--- src/rtl/obi_bus_monitor.sv ---
// obi_bus_monitor: passive observer of an OBI request/response pair.
// Counts accepted reads/writes (saturating), tracks outstanding transactions,
// raises sticky protocol-error flags and, when OBI_MON_TRACE_EN is defined,
// keeps a pending queue plus a pop-able trace FIFO of completed transactions.
// Ports:
//   clk, rst_n          clock, async active-low reset
//   obi_req, obi_rsp    observed bus (never driven)
//   clear_i             sync clear of counters and error flags
//   rd_cnt_o, wr_cnt_o  accepted read/write counts
//   outstanding_o       accepted-but-unanswered count
//   err_o               sticky errors {trace ovf, unstable req, outst ovf, unexpected rvalid}
//   trace_pop_i         pop trace head
//   trace_valid_o, trace_we_o, trace_addr_o, trace_data_o   trace head entry
// Optional feature macro: OBI_MON_TRACE_EN

package hsid_x_obi_inf_pkg;

  typedef struct packed {
    logic        req;
    logic        we;
    logic [3:0]  be;
    logic [31:0] addr;
    logic [31:0] wdata;
  } obi_req_t;

  typedef struct packed {
    logic        gnt;
    logic        rvalid;
    logic [31:0] rdata;
  } obi_resp_t;

  // Pending-queue and trace entry; data holds wdata while pending.
  typedef struct packed {
    logic        we;
    logic [31:0] addr;
    logic [31:0] data;
  } obi_trace_t;

endpackage

module obi_bus_monitor #(
  parameter int unsigned MAX_OUTSTANDING = 4,
  parameter int unsigned CNT_W           = 32,
  parameter int unsigned TRACE_DEPTH     = 8
) (
  input  logic                                   clk,
  input  logic                                   rst_n,
  input  hsid_x_obi_inf_pkg::obi_req_t           obi_req,
  input  hsid_x_obi_inf_pkg::obi_resp_t          obi_rsp,
  input  logic                                   clear_i,
  output logic [CNT_W-1:0]                       rd_cnt_o,
  output logic [CNT_W-1:0]                       wr_cnt_o,
  output logic [$clog2(MAX_OUTSTANDING+1)-1:0]   outstanding_o,
  output logic [3:0]                             err_o,
  input  logic                                   trace_pop_i,
  output logic                                   trace_valid_o,
  output logic                                   trace_we_o,
  output logic [31:0]                            trace_addr_o,
  output logic [31:0]                            trace_data_o
);

  import hsid_x_obi_inf_pkg::*;

  localparam int unsigned OUT_W = $clog2(MAX_OUTSTANDING + 1);
  localparam int unsigned SIG_W = 1 + 4 + 32 + 32;

  logic [CNT_W-1:0] rd_cnt_q, wr_cnt_q;
  logic [OUT_W-1:0] outstanding_q, outstanding_d;
  logic [3:0]       err_q;
  logic [SIG_W-1:0] req_sig, prev_sig_q;
  logic             stall_q;
  logic             accept, rsp_ok, q_push;
  logic             err_unexp, err_ovf, err_unstable, err_trace;

  // Bus event decode; a completion only counts if something is outstanding.
  assign accept    = obi_req.req & obi_rsp.gnt;
  assign rsp_ok    = obi_rsp.rvalid & (outstanding_q != '0);
  assign err_unexp = obi_rsp.rvalid & (outstanding_q == '0);
  assign err_ovf   = accept & (outstanding_q == OUT_W'(MAX_OUTSTANDING)) & ~rsp_ok;
  assign q_push    = accept & ~err_ovf;

  // A stalled request must be held unchanged until granted.
  assign req_sig      = {obi_req.we, obi_req.be, obi_req.addr, obi_req.wdata};
  assign err_unstable = stall_q & (~obi_req.req | (req_sig != prev_sig_q));

  always_ff @(posedge clk or negedge rst_n) begin
    if (!rst_n) begin
      stall_q    <= 1'b0;
      prev_sig_q <= '0;
    end else begin
      stall_q    <= obi_req.req & ~obi_rsp.gnt;
      prev_sig_q <= req_sig;
    end
  end

  // Outstanding count: same-cycle accept and completion cancel out.
  always_comb begin
    outstanding_d = outstanding_q;
    case ({q_push, rsp_ok})
      2'b10:   outstanding_d = outstanding_q + OUT_W'(1);
      2'b01:   outstanding_d = outstanding_q - OUT_W'(1);
      default: outstanding_d = outstanding_q;
    endcase
  end

  // Saturating counters and sticky errors; clear has priority.
  always_ff @(posedge clk or negedge rst_n) begin
    if (!rst_n) begin
      rd_cnt_q      <= '0;
      wr_cnt_q      <= '0;
      err_q         <= '0;
      outstanding_q <= '0;
    end else begin
      outstanding_q <= outstanding_d;
      if (clear_i) begin
        rd_cnt_q <= '0;
        wr_cnt_q <= '0;
        err_q    <= '0;
      end else begin
        if (accept && obi_req.we && (wr_cnt_q != '1))  wr_cnt_q <= wr_cnt_q + CNT_W'(1);
        if (accept && !obi_req.we && (rd_cnt_q != '1)) rd_cnt_q <= rd_cnt_q + CNT_W'(1);
        err_q <= err_q | {err_trace, err_unstable, err_ovf, err_unexp};
      end
    end
  end

  assign rd_cnt_o      = rd_cnt_q;
  assign wr_cnt_o      = wr_cnt_q;
  assign outstanding_o = outstanding_q;
  assign err_o         = err_q;

`ifdef OBI_MON_TRACE_EN

  localparam int unsigned PIW = (MAX_OUTSTANDING > 1) ? $clog2(MAX_OUTSTANDING) : 1;
  localparam int unsigned TW  = $clog2(TRACE_DEPTH);

  obi_trace_t       pend_mem [MAX_OUTSTANDING];
  logic [PIW-1:0]   pend_wr_q, pend_rd_q;
  obi_trace_t       pend_head, tr_new;

  obi_trace_t       tr_mem [TRACE_DEPTH];
  logic [TW:0]      tr_wr_q, tr_rd_q, tr_wr_d, tr_rd_d;
  logic             tr_empty, tr_full, tr_pop, tr_push;
  obi_trace_t       head_q, head_d;
  logic             valid_q;

  // Pending queue: occupancy is outstanding_q, so indices need no wrap bit.
  always_ff @(posedge clk) begin
    if (q_push) pend_mem[pend_wr_q] <= '{we: obi_req.we, addr: obi_req.addr, data: obi_req.wdata};
  end

  always_ff @(posedge clk or negedge rst_n) begin
    if (!rst_n) begin
      pend_wr_q <= '0;
      pend_rd_q <= '0;
    end else begin
      if (q_push) pend_wr_q <= (pend_wr_q == PIW'(MAX_OUTSTANDING - 1)) ? '0 : pend_wr_q + PIW'(1);
      if (rsp_ok) pend_rd_q <= (pend_rd_q == PIW'(MAX_OUTSTANDING - 1)) ? '0 : pend_rd_q + PIW'(1);
    end
  end

  assign pend_head = pend_mem[pend_rd_q];
  assign tr_new    = '{we:   pend_head.we,
                       addr: pend_head.addr,
                       data: pend_head.we ? pend_head.data : obi_rsp.rdata};

  // Trace FIFO: wrap-bit pointers; a same-cycle pop frees room for the push.
  assign tr_empty  = (tr_wr_q == tr_rd_q);
  assign tr_full   = (tr_wr_q[TW] != tr_rd_q[TW]) && (tr_wr_q[TW-1:0] == tr_rd_q[TW-1:0]);
  assign tr_pop    = trace_pop_i & ~tr_empty;
  assign tr_push   = rsp_ok & (~tr_full | tr_pop);
  assign err_trace = rsp_ok & tr_full & ~tr_pop;
  assign tr_wr_d   = tr_wr_q + (TW+1)'(tr_push);
  assign tr_rd_d   = tr_rd_q + (TW+1)'(tr_pop);

  // Registered head: bypass the new entry when it lands at the next read slot.
  always_comb begin
    head_d = '0;
    if (tr_wr_d != tr_rd_d) begin
      if (tr_push && (tr_wr_q[TW-1:0] == tr_rd_d[TW-1:0])) head_d = tr_new;
      else                                                 head_d = tr_mem[tr_rd_d[TW-1:0]];
    end
  end

  always_ff @(posedge clk) begin
    if (tr_push) tr_mem[tr_wr_q[TW-1:0]] <= tr_new;
  end

  always_ff @(posedge clk or negedge rst_n) begin
    if (!rst_n) begin
      tr_wr_q <= '0;
      tr_rd_q <= '0;
      head_q  <= '0;
      valid_q <= 1'b0;
    end else begin
      tr_wr_q <= tr_wr_d;
      tr_rd_q <= tr_rd_d;
      head_q  <= head_d;
      valid_q <= (tr_wr_d != tr_rd_d);
    end
  end

  assign trace_valid_o = valid_q;
  assign trace_we_o    = head_q.we;
  assign trace_addr_o  = head_q.addr;
  assign trace_data_o  = head_q.data;

`else

  logic unused_trace;

  assign err_trace     = 1'b0;
  assign unused_trace  = ^{trace_pop_i, obi_rsp.rdata};
  assign trace_valid_o = 1'b0;
  assign trace_we_o    = 1'b0;
  assign trace_addr_o  = '0;
  assign trace_data_o  = '0;

`endif

endmodule
--- config.mk ---
export PLATFORM = sky130hd
export DESIGN_NAME = obi_bus_monitor
export DESIGN_NICKNAME = d
export VERILOG_FILES = /design/src/rtl/obi_bus_monitor.sv
export SDC_FILE = /design/constraint.sdc
export NUM_CORES = 1
export LEC_CHECK = 0
export CAP_MARGIN = 20
export CORE_MARGIN = 3
export CORE_UTILIZATION = 49
export CTS_CLUSTER_SIZE = 12
export DETAILED_ROUTE_END_ITERATION = 10
export PLACE_DENSITY = 0.95
export SYNTH_ARGS = -nofsm -noshare
export SYNTH_HDL_FRONTEND = slang
export SYNTH_SLANG_ARGS = --single-unit
export TNS_END_PERCENT = 5
--- constraint.sdc ---
create_clock -name clk -period 3.4 [get_ports clk]
set_clock_uncertainty 0.15 [all_clocks]
set_input_delay 0.68 -clock clk [delete_from_list [all_inputs] [get_ports clk]]
set_output_delay 0.68 -clock clk [all_outputs]
set_load 0.05 [all_outputs]
==> flow_metrics.env, run 1 <==
export IMPL_status="finished clean"
export IMPL_max_freq_mhz=367
export IMPL_gr_usage_all_layers=0.218
export IMPL_first_pass_iters=6
export IMPL_maxCapViolCount=0
export IMPL_antenna_found_initial=0
export IMPL_drv_slew=0
export IMPL_die_h_um=126
export IMPL_synth_avg_cell_area_um2=10.3
export IMPL_ir_worst_vdd_v=0.000354
export IMPL_dominantRegCellSynth="dfrtp_1"
export IMPL_setup_viol=0
export IMPL_synth_area_leader_cell="dfrtp_1"
export IMPL_min_period_ns=2.73
export IMPL_num_vias=5722
export IMPL_path_clk_slew_ns=0.06
export IMPL_hold_path_class="input port to asynchronous set/reset pin"
export IMPL_rsz0062_at_grt="no"
export IMPL_crit_type="input port to register"
export IMPL_synth_seq_cells=140
export IMPL_ios=245
export IMPL_yosys_top_cells_area="dfrtp_1 (50%), buf_4 (7.3%), xor2_1 (6.2%)"
export IMPL_critPathRequiredTime_ns=3.59
export IMPL_grt_max_degree=66
export IMPL_drive_gt1_frac=0.0706
export IMPL_die_area_mm2=0.0159
export IMPL_worstSkewPairLatency_ns=0.42
export IMPL_powerDensity_mw_per_mm2=496
export IMPL_hpwl_um=12100
export IMPL_routabilityCongestion=0.812
export IMPL_syn_area_mm2=0.00705
export IMPL_die_x_um=126
export IMPL_setup_tns_final_ns=0
export IMPL_fin_crit_sh=0.802
export IMPL_fin_nets=948
export IMPL_grt_pass1_wl_um=28100
export IMPL_crit_arrival_ns=2.92
export IMPL_synth_edf_count=0
export IMPL_viasPerCell=5.56
export IMPL_routedWlPerCell_um=16.9
export IMPL_ant_nets=0
export IMPL_relSlewSlack=0.538
export IMPL_cp_start_kind="input port"
export IMPL_reg2reg_slack_ns=0.84
export IMPL_io_buffer_count=144
export IMPL_routed_wl_um=17400
export IMPL_yosysWarnings=0
export IMPL_tritoncts="built"
export IMPL_coreArea_mm2=0.0140
export IMPL_cts_sinks=140
export IMPL_synthCells=687
export IMPL_syn_to_final_growth_pct=28.9
export IMPL_tightest_slew_ns=0.693
export IMPL_synth_cell_types=54
export IMPL_holdWs_ns=0.0963
export IMPL_cts_path_max_buffers=2
export IMPL_fp_row_count=43
export IMPL_synth_most_common_cell="dfrtp_1"
export IMPL_cts_buffers=17
export IMPL_place_area_mm2=0.00841
export IMPL_cts_root_buf="clkbuf_16"
export IMPL_fillCellCount=1077
export IMPL_async_reset_ff_frac=1.00
export IMPL_htreeDepth=4
export IMPL_hold_viol=0
export IMPL_ctsResizeCount=0
export IMPL_diodes=0
export IMPL_design_area_mm2=0.00909
export IMPL_synth_common_cells="dfrtp_1 (140), buf_4 (69), xor2_1 (50)"
export IMPL_gr_total_overflow=0
export IMPL_crit_fanout=5
export IMPL_yosysTopAreaCellShare=0.497
export IMPL_initial_core_util=0.504
export IMPL_cts_hold_buf=0
export IMPL_synth_seq_area_share=0.497
export IMPL_p_leak_uw=0.00371
export IMPL_cts_setup_buffers=0
export IMPL_drtIter0Drc=480
export IMPL_drc=0
export IMPL_grt_pass1_vias=5599
export IMPL_end_kind="register"
==> cell families after synthesis <==
logic type,count (synthesis),share of synthesized area
multiplexers,11,0.0172
buffers and inverters,111,0.0999
AND/OR/NAND/NOR,242,0.195
flip-flops,140,0.497
XOR/XNOR,70,0.0870
other,1,0.000532
AO/OA/AOI/OAI,109,0.0974
adder cells (fa/ha/maj),3,0.00639
==> layout by cell type (no fill, tap or decap), drive strengths merged, types with 3 or more instances in the layout <==
master | netlist | layout
a2111oi | 7 | 7
a211oi | 3 | 3
a21oi | 38 | 38
and3 | 8 | 8
and4 | 9 | 9
buf | 75 | 10
bufinv | 0 | 5
clkbuf | 12 | 18
clkdlybuf4s50 | 0 | 142
clkinv | 0 | 5
clkinvlp | 0 | 3
conb | 1 | 67
dfrtp | 140 | 140
inv | 24 | 25
mux2 | 9 | 9
nand2 | 29 | 29
nand2b | 7 | 7
nand3 | 26 | 26
nand3b | 3 | 3
nand4 | 20 | 20
nand4b | 3 | 3
nor2 | 40 | 40
nor2b | 19 | 19
nor3 | 8 | 8
nor4 | 25 | 25
o211ai | 3 | 3
o21ai | 27 | 27
o22ai | 4 | 4
o31ai | 11 | 11
or2 | 3 | 3
or3 | 24 | 24
or4 | 14 | 14
xnor2 | 20 | 20
xor2 | 50 | 50
==> power by group <==
part | leakage [uW] | total (uW) | internal (uW) | switching, uW
combinational | 0.00161 | 675 | 224 | 451
clock | 0.000312 | 2040 | 1320 | 722
sequential | 0.00179 | 1790 | 1730 | 58.8
==> path summary, 6_finish.rpt <==
kind,start,end,depth (start not counted)
worst max-delay path,obi_req[68],rd_cnt_o[20],6
worst min-delay path,rst_n,prev_sig_q[48],1
worst max register to register,wr_cnt_o[3],wr_cnt_o[29],5
worst min register to register,err_o[1],err_o[1],2
max in group asynchronous,rst_n,err_o[1],2
min in group clk,err_o[1],err_o[1],2
==> flip-flops by register name (all words and copies together) (netlist names) <==
register	count
err_o	3
rd_cnt_o	32
prev_sig_q	69
stall_q	1
wr_cnt_o	32
outstanding_o	3
==> critical path, stage by stage <==
cell and delay [ns]:
clkdlybuf4s50_1 0.50, nand3b_1 0.32, nor4_1 0.61, o211ai_1 0.29
or3_1 0.37, a21oi_1 0.14
==> through the flow <==
step                      utilization  setup slack [ns]  total power, uW  instances
after floorplan                     -             0.940             2300        753
after global placement          0.601             0.411             2460        997
after detailed placement        0.601             0.375             2490        997
after CTS                       0.648             0.743             4530       1029
after global routing            0.650             0.606             4670       1030
final                           0.650             0.673             4510       1030
==> area by class of cell <==
class	count	area (um2)	share of cell area
Inverter	24	90.1	0.00991
Sequential cell	140	3500	0.385
Clock inverter	14	218	0.0240
Tap cell	180	225	0.0248
Multi-Input combinational cell	502	3090	0.340
Clock buffer	18	439	0.0483
Timing Repair Buffer	152	1520	0.168
==> per-layer routing <==
| metal | global-route usage | up-vias | part of all wire |
|---|---|---|---|
| met5 | 0 | - | 0 |
| met4 | 0.0675 | 0 | 0.020 |
| met3 | 0.0742 | 36 | 0.079 |
| met2 | 0.356 | 249 | 0.49 |
| met1 | 0.275 | 2818 | 0.41 |
| li1 | - | 2619 | - |
(Power assumes the default switching activity.)
==> run 2: changes to the inputs <==
--- a/config.mk
+++ b/config.mk
@@ -7,10 +7,10 @@
 export LEC_CHECK = 0
 export CAP_MARGIN = 20
 export CORE_MARGIN = 3
-export CORE_UTILIZATION = 49
+export CORE_UTILIZATION = 46
 export CTS_CLUSTER_SIZE = 12
 export DETAILED_ROUTE_END_ITERATION = 10
-export PLACE_DENSITY = 0.95
+export PLACE_DENSITY = 0.92
 export SYNTH_ARGS = -nofsm -noshare
 export SYNTH_HDL_FRONTEND = slang
 export SYNTH_SLANG_ARGS = --single-unit
==> constraint.sdc (replaced) <==
create_clock -name clk -period 2.76 [get_ports clk]
set_clock_uncertainty 0.15 [all_clocks]
set_input_delay 0.552 -clock clk [delete_from_list [all_inputs] [get_ports clk]]
set_output_delay 0.552 -clock clk [all_outputs]
set_load 0.05 [all_outputs]
==> flow_metrics.env, run 2 (synthesis results as in run 1) <==
export IMPL_status="finished clean"
export IMPL_io_buffer_count=144
export IMPL_routabilityCongestion=0.819
export IMPL_max_freq_mhz=404
export IMPL_gr_total_overflow=0
export IMPL_syn_to_final_growth_pct=29.2
export IMPL_rsz0062_at_grt="no"
export IMPL_cts_path_max_buffers=2
export IMPL_setup_viol=0
export IMPL_die_x_um=130
export IMPL_seq_area_mm2=0.00350
export IMPL_coreArea_mm2=0.0148
export IMPL_drv_slew=0
export IMPL_critPathRequiredTime_ns=2.06
export IMPL_p_leak_uw=0.00373
export IMPL_drc=0
export IMPL_cp_start_kind="register"
export IMPL_worstSkewPairLatency_ns=0.43
export IMPL_setup_tns_final_ns=0
export IMPL_crit_fanout=8
export IMPL_die_h_um=130
export IMPL_min_period_ns=2.47
export IMPL_cts_hold_buf=1
export IMPL_largest_register="prev_sig_q"
export IMPL_dpl_worst_slack_ns=-0.0718
export IMPL_grt_pass1_wl_um=27600
export IMPL_tightest_slew_ns=1.07
export IMPL_num_vias=5603
export IMPL_die_area_mm2=0.0168
export IMPL_end_kind="output pin"
export IMPL_tritoncts="built"
export IMPL_fin_nets=959
export IMPL_powerDensity_mw_per_mm2=582
export IMPL_ant_nets=0
export IMPL_fin_ws_ns=0.285
export IMPL_max_stage_delay_ns=0.89
export IMPL_multi_input_comb_area_mm2=0.00309
export IMPL_relSlewSlack=0.287
export IMPL_critPathBufInv=1
export IMPL_routed_wl_um=16800
export IMPL_fp_row_count=44
export IMPL_ir_worst_vdd_v=0.000395
export IMPL_grt_pass1_vias=5549
export IMPL_htreeDepth=4
export IMPL_diodes=0
export IMPL_cts_setup_buffers=0
export IMPL_grt_max_degree=60
export IMPL_antenna_found_initial=0
export IMPL_crit_arrival_ns=1.77
export IMPL_cp_slowest_cell="clkdlybuf4s50_1"
export IMPL_cp_top_family="buffers and inverters"
export IMPL_cts_sinks=140
export IMPL_drive_gt1_frac=0.0813
export IMPL_fillCellCount=1154
export IMPL_ios=245
export IMPL_fin_crit_sh=0.897
export IMPL_path_cells="clkdlybuf4s50_1"
export IMPL_crit_type="register to output pin"
export IMPL_final_cell_mix="clkdlybuf4s50_1 (142), dfrtp_1 (140), conb_1 (67), xor2_1 (50), nor2_1 (40)"
export IMPL_initial_core_util=0.478
export IMPL_viasPerCell=5.36
export IMPL_largest_reg_flops=69
export IMPL_gr_usage_all_layers=0.203
export IMPL_maxCapViolCount=0
export IMPL_cts_buffers=17
export IMPL_ctsResizeCount=0
export IMPL_first_pass_iters=5
export IMPL_path_clk_slew_ns=0.06
export IMPL_cts_root_buf="clkbuf_16"
export IMPL_mostFrequentLayoutCell="clkdlybuf4s50_1"
export IMPL_hpwl_um=12100
export IMPL_final_core_util=0.617
export IMPL_routedWlPerCell_um=16.1
export IMPL_hold_viol=0
export IMPL_hold_path_class="register to register"
export IMPL_drtIter0Drc=463
## run 2: area by class of cell
type,count,area share
sequential,140,0.385
inverter,24,0.00989
clock inverter,13,0.0144
tap,184,0.0253
multi-input combinational,502,0.339
clock buffer,19,0.0497
timing repair buffer,163,0.177
## run 2: report_power, final
part	leakage, uW	internal, uW	switching, uW	total, uW
clock network	0.000283	1310	946	2260
logic	0.00166	279	555	834
registers	0.00179	2130	72.4	2210
## run 2: per-stage QoR
stage	instances	power (uW)	hold WS (ns)	instance area (um2)
finish	1045	5300	0.346	9110
CTS	1045	5350	0.350	9110
global placement	1012	3050	0.333	8510
global route	1045	5530	0.363	9110
detailed placement	1012	3080	0.335	8510
floorplan	753	2830	0.106	7300
## run 2: final timing paths
kind / start / end / slack [ns] / cells after the start
max reg2reg: wr_cnt_o[3] / wr_cnt_o[31] / 0.36 / 5
min in group asynchronous: rst_n / prev_sig_q[40] / 0.53 / 2
max: rd_cnt_o[26] / rd_cnt_o[26] / 0.29 / 1
min reg2reg: err_o[0] / err_o[0] / 0.35 / 2
max in group asynchronous: rst_n / prev_sig_q[30] / 1.31 / 3
min: err_o[0] / err_o[0] / 0.35 / 2
## run 2: layer usage
metal	vias to the layer above	wire length (um)	track usage
met3	14	1110	0.0594
met4	0	150	0.0562
met1	2739	7110	0.261
met2	202	8440	0.338
met5	-	0	0
li1	2648	-	-
## run 2: tightest hold or removal path, stage by stage (launching register included)
cell and delay (ns):
dfrtp_1 0.34, a21oi_1 0.04, nor2_1 0.07
==> RTL edit 1, RTL diff (flow settings as in run 2) <==
Change the parameter `MAX_OUTSTANDING` from 4 to 2.
--- a/src/rtl/obi_bus_monitor.sv
+++ b/src/rtl/obi_bus_monitor.sv
@@ -39,7 +39,7 @@
 endpackage
 
 module obi_bus_monitor #(
-  parameter int unsigned MAX_OUTSTANDING = 4,
+  parameter int unsigned MAX_OUTSTANDING = 2,
   parameter int unsigned CNT_W           = 32,
   parameter int unsigned TRACE_DEPTH     = 8
 ) (
Interface: changed (resized outstanding_o); port bits go from 245 to 244. No check against the original RTL was run, so the function may have changed too.
==> RTL edit 1 against run 2 <==
  * Worst setup slack better by 5.2 ps
  * Power down 2.6%
  * Sequential cell count down 1
  * Wire length down 3.4%
  * Critical path type unchanged
  * Synthesized area down 4.8%
  * Sequential power down 3%
  * Largest power group unchanged
  * Design area down 2.7%
==> RTL edit 1: results (changes against run 2) <==
- Sequential area share after synthesis: 0.518 (was 0.497)
- HP Class: reg -> reg (unchanged)
- Clock buffer depth: 2 (unchanged)
- Post-Route WL: 16.2 mm (was 16.8 mm)
- Fraction of layout cells with a size suffix above 1: 0.0666 (was 0.0813)
- Crit Path Max Fanout: 9 (was 8)
- Max stage delay on crit path: 860 ps (was 890 ps)
- Vias per cell: 5.17 (was 5.36)
- Largest reg by FF count: prev_sig_q (unchanged)
- Ys async rst share: 1.00 (unchanged)
- Largest net degree at the start of global routing: 64 (was 60)
- Cell variety after synth: 54 (unchanged)
- YS warnings: 0 (unchanged)
- Placed Area: 8220 um^2 (was 8510 um^2)
- # nets final: 926 (was 959)
- DP Worst Slack: -43.3 ps (was -71.8 ps)
- Clock H-tree levels: 4 (unchanged)
- CTS Buf Count: 17 (unchanged)
- Largest delay contributor family on the critical path: buffers and inverters (unchanged)
- Post-CTS Setup Bufs: 0 (unchanged)
- Worst-Skew Late Latency: 410 ps (was 430 ps)
- Commonest register cell after synthesis: dfrtp_1 (unchanged)
- Placer congestion estimate: 0.878 (was 0.819)
- Slew headroom: 0.572 (was 0.287)
- Initial antenna violation count: 0 (unchanged)
- Fill cells: 1079 (was 1154)
- Vias in the first global route: 5161 (was 5549)
- First-pass GRT wire length: 26.1 mm (was 27.6 mm)
- Leak: 0.00383 uW (was 0.00373 uW)
- Top cells by count, synth: dfrtp_1 (139), nor2_1 (74), buf_4 (67), xor2_1 (66), nand3_1 (37) (was dfrtp_1 (140), buf_4 (69), xor2_1 (50), nor2_1 (40), a21oi_1 (38))
- Max rail drop VDD: 0.467 mV (was 0.395 mV)
- Total track usage: 0.203 (about the same)
- Clock root buffer: clkbuf_16 (unchanged)
- Antenna diode count: 0 (unchanged)
- First-pass DRT Iterations: 5 (unchanged)
- Run status: finished clean (unchanged)
- CP max stage cell: clkdlybuf4s50_1 (unchanged)
- Area contributors post-synth: dfrtp_1 (52%), xor2_1 (8.6%), buf_4 (7.5%) (was dfrtp_1 (50%), buf_4 (7.3%), xor2_1 (6.2%))
- CP arrival: 1770 ps (about the same)
- Worst-path clk slew: 60 ps (about the same)
- Max reg flops: 69 (unchanged)
- 1st-iter DRT viols: 420 (was 463)
- Int Pwr: 3910 uW (was 3720 uW)
- Port Buffers: 143 (was 144)
- DPL Wire Length: 11.4 mm (was 12.1 mm)
RTL edit 1: logic make-up after synthesis:
| family | count (synthesis) | share of synthesized area |
|---|---|---|
| and+or+nand+nor | 252 | 0.198 |
| AOI/OAI and AO/OA | 49 | 0.0511 |
| xor gates and xnor gates | 98 | 0.128 |
| other | 1 | 0.000559 |
| muxes | 1 | 0.00149 |
| DFF | 139 | 0.518 |
| adders and majority gates | 2 | 0.00373 |
| buffers and inverters | 107 | 0.0988 |
RTL edit 1: what timing repair did:
action                                  CTS  global route
resized for setup                         0             0
endpoints found under the setup margin    0             0
hold endpoints to repair                  1             0
hold buffers                              1             0
RTL edit 1: power by group through the flow:
stage	clock [uW]	sequential, uW	combinational [uW]
after floorplan	0	2200	397
after global placement	0	2170	579
after detailed placement	0	2170	590
after CTS	2470	2130	599
after global routing	2570	2140	638
final	2430	2140	596
RTL edit 1: path summary, 6_finish.rpt:
path,start,to,slack (ps),cells after the start
hold / removal,err_o[0],err_o[0],350,2
min in group asynchronous,rst_n,prev_sig_q[59],560,2
hold reg to reg,err_o[0],err_o[0],350,2
setup / recovery,rd_cnt_o[2],rd_cnt_o[2],290,1
setup reg to reg,rd_cnt_o[0],rd_cnt_o[26],390,6
max in group asynchronous,rst_n,wr_cnt_o[9],1240,3
RTL edit 1: per-stage QoR:
step,utilization,instances,power [uW]
2_1_floorplan,-,715,2590
3_3_place_gp,0.583,976,2750
3_5_place_dp,0.583,976,2760
4_1_cts,0.629,1006,5200
5_1_grt,0.629,1006,5350
6_report,0.629,1006,5160
RTL edit 1: cell type report:
| type | instances | area share |
|---|---|---|
| Clock buffer | 22 | 0.0558 |
| Clock inverter | 7 | 0.0155 |
| Inverter | 28 | 0.0119 |
| Multi-Input combinational cell | 469 | 0.318 |
| Sequential cell | 139 | 0.392 |
| Tap cell | 180 | 0.0254 |
| Timing Repair Buffer | 161 | 0.181 |
RTL edit 1: routing by layer:
metal  vias to the layer above  GRT usage  part of all wire  wire length (um)
met5                         -          0                 0                 0
met4                         0     0.0631             0.015               250
met3                        21     0.0585             0.063              1030
met2                       215      0.339              0.52              8370
met1                      2537      0.255              0.41              6590
li1                       2423          -                 -                 -
==> RTL edit 2, RTL diff (settings of run 2) <==
Made on the original files. Put one more register stage on the output `wr_cnt_o`, without a reset. The value now appears one clock later. The other outputs are not delayed to match.
--- a/src/rtl/obi_bus_monitor.sv
+++ b/src/rtl/obi_bus_monitor.sv
@@ -125,7 +125,9 @@
   end
 
   assign rd_cnt_o      = rd_cnt_q;
-  assign wr_cnt_o      = wr_cnt_q;
+  always_ff @(posedge clk) begin
+    wr_cnt_o <= wr_cnt_q;
+  end
   assign outstanding_o = outstanding_q;
   assign err_o         = err_q;
 
Formal check against the unedited RTL: not equivalent (a bounded check fails within 4 cycles, from zero or initial values and one cycle with rst_n low).
==> RTL edit 2 against run 2 <==
  * Via count grew 3.6%
  * Synthesized area grew 9.1%
  * Wire length grew 6.6%
  * Worst setup slack lost 15 ps
  * Critical path depth grew 6
  * Sequential share of layout area grew 3.5 points
  * Power grew 16%
  * Design area grew 8.5%
  * Register-to-register slack lost 90 ps
  * Sequential cell count grew 32
  * Fmax shrank 0.58%
  * Worst hold slack lost 75 ps
  * Largest power group is now sequential cells
==> RTL edit 2: results (changes against run 2) <==
- Run status: finished clean (unchanged)
- DP Worst Slack: -17.3 ps (was -71.8 ps)
- Seq/total area: 0.420 (was 0.385)
- Placer congestion estimate: 0.817 (was 0.819)
- NonClk Buf Share: 0.165 (was 0.177)
- Sequential cell count: 172 (was 140)
- Post-synthesis compound-gate area fraction: 0.0893 (was 0.0974)
- Met2 routed WL: 8.88 mm (was 8.44 mm)
- Flop2flop setup slack: 270 ps (was 360 ps)
- Synthesis-to-layout area growth: 28.4% (was 29.2%)
- Fraction of area in multi-input gates: 0.313 (was 0.339)
- Met3 Routed Length: 1.34 mm (was 1.11 mm)
- Least-Margin Pin Slew: 1070 ps (about the same)
- Area contributors post-synth: dfrtp_1 (46%), dfxtp_1 (8.3%), buf_4 (6.7%) (was dfrtp_1 (50%), buf_4 (7.3%), xor2_1 (6.2%))
- Synth Area in Adders: 0.00586 (was 0.00639)
- 1st-iter DRT viols: 329 (was 463)
- Max stage delay on crit path: 540 ps (was 890 ps)
- Final clock-cell share: 0.0664 (was 0.0642)
- First-pass GRT wire length: 29.0 mm (was 27.6 mm)
- Largest delay contributor family on the critical path: simple AND/OR/NAND/NOR gates (was buffers and inverters)
- Average wire per standard cell: 16.1 um (about the same)
- Met2 usage: 0.336 (was 0.338)
- Non-clock buffers: 167 (was 163)
- Crit Path Max Fanout: 7 (was 8)
- CP arrival: 2610 ps (was 1770 ps)
- Worst Setup SP: obi_rsp[33] (was rd_cnt_o[26])
- DPL Wire Length: 12.6 mm (was 12.1 mm)
- Ys async rst share: 0.814 (was 1.00)
- Critical Path Sink: wr_cnt_q[26] (was rd_cnt_o[26])
- Xor and xnor fraction of the mapped netlist area: 0.0797 (was 0.0870)
- GR Util met3: 0.0646 (was 0.0594)
- Max rail drop VDD: 0.469 mV (was 0.395 mV)
- Total track usage: 0.200 (was 0.203)
- Sequential area share after synthesis: 0.539 (was 0.497)
[RTL edit 2: changes by cell type in the layout (fill, tap and decap cells not counted), sizes merged]
cell,change
inv,-4
buf,+4
bufinv,+4
dfxtp,+32
[RTL edit 2: where the power goes]
group	internal [uW]	switching, uW
Combinational	286	546
Sequential	2600	71.6
Clock	1640	994
Total	4520	1610
[RTL edit 2: worst min-delay path by stage]
| stage | slack, ps | endpoint | cells past startpoint | from |
|---|---|---|---|---|
| floorplan | 110 | err_o[0] | 0 | rst_n |
| global placement | 200 | prev_sig_q[12] | 1 | rst_n |
| detailed placement | 200 | prev_sig_q[12] | 1 | rst_n |
| CTS | 270 | wr_cnt_o[18] | 0 | wr_cnt_q[18] |
| global route | 290 | wr_cnt_o[18] | 0 | wr_cnt_q[18] |
| finish | 270 | wr_cnt_o[18] | 0 | wr_cnt_q[18] |
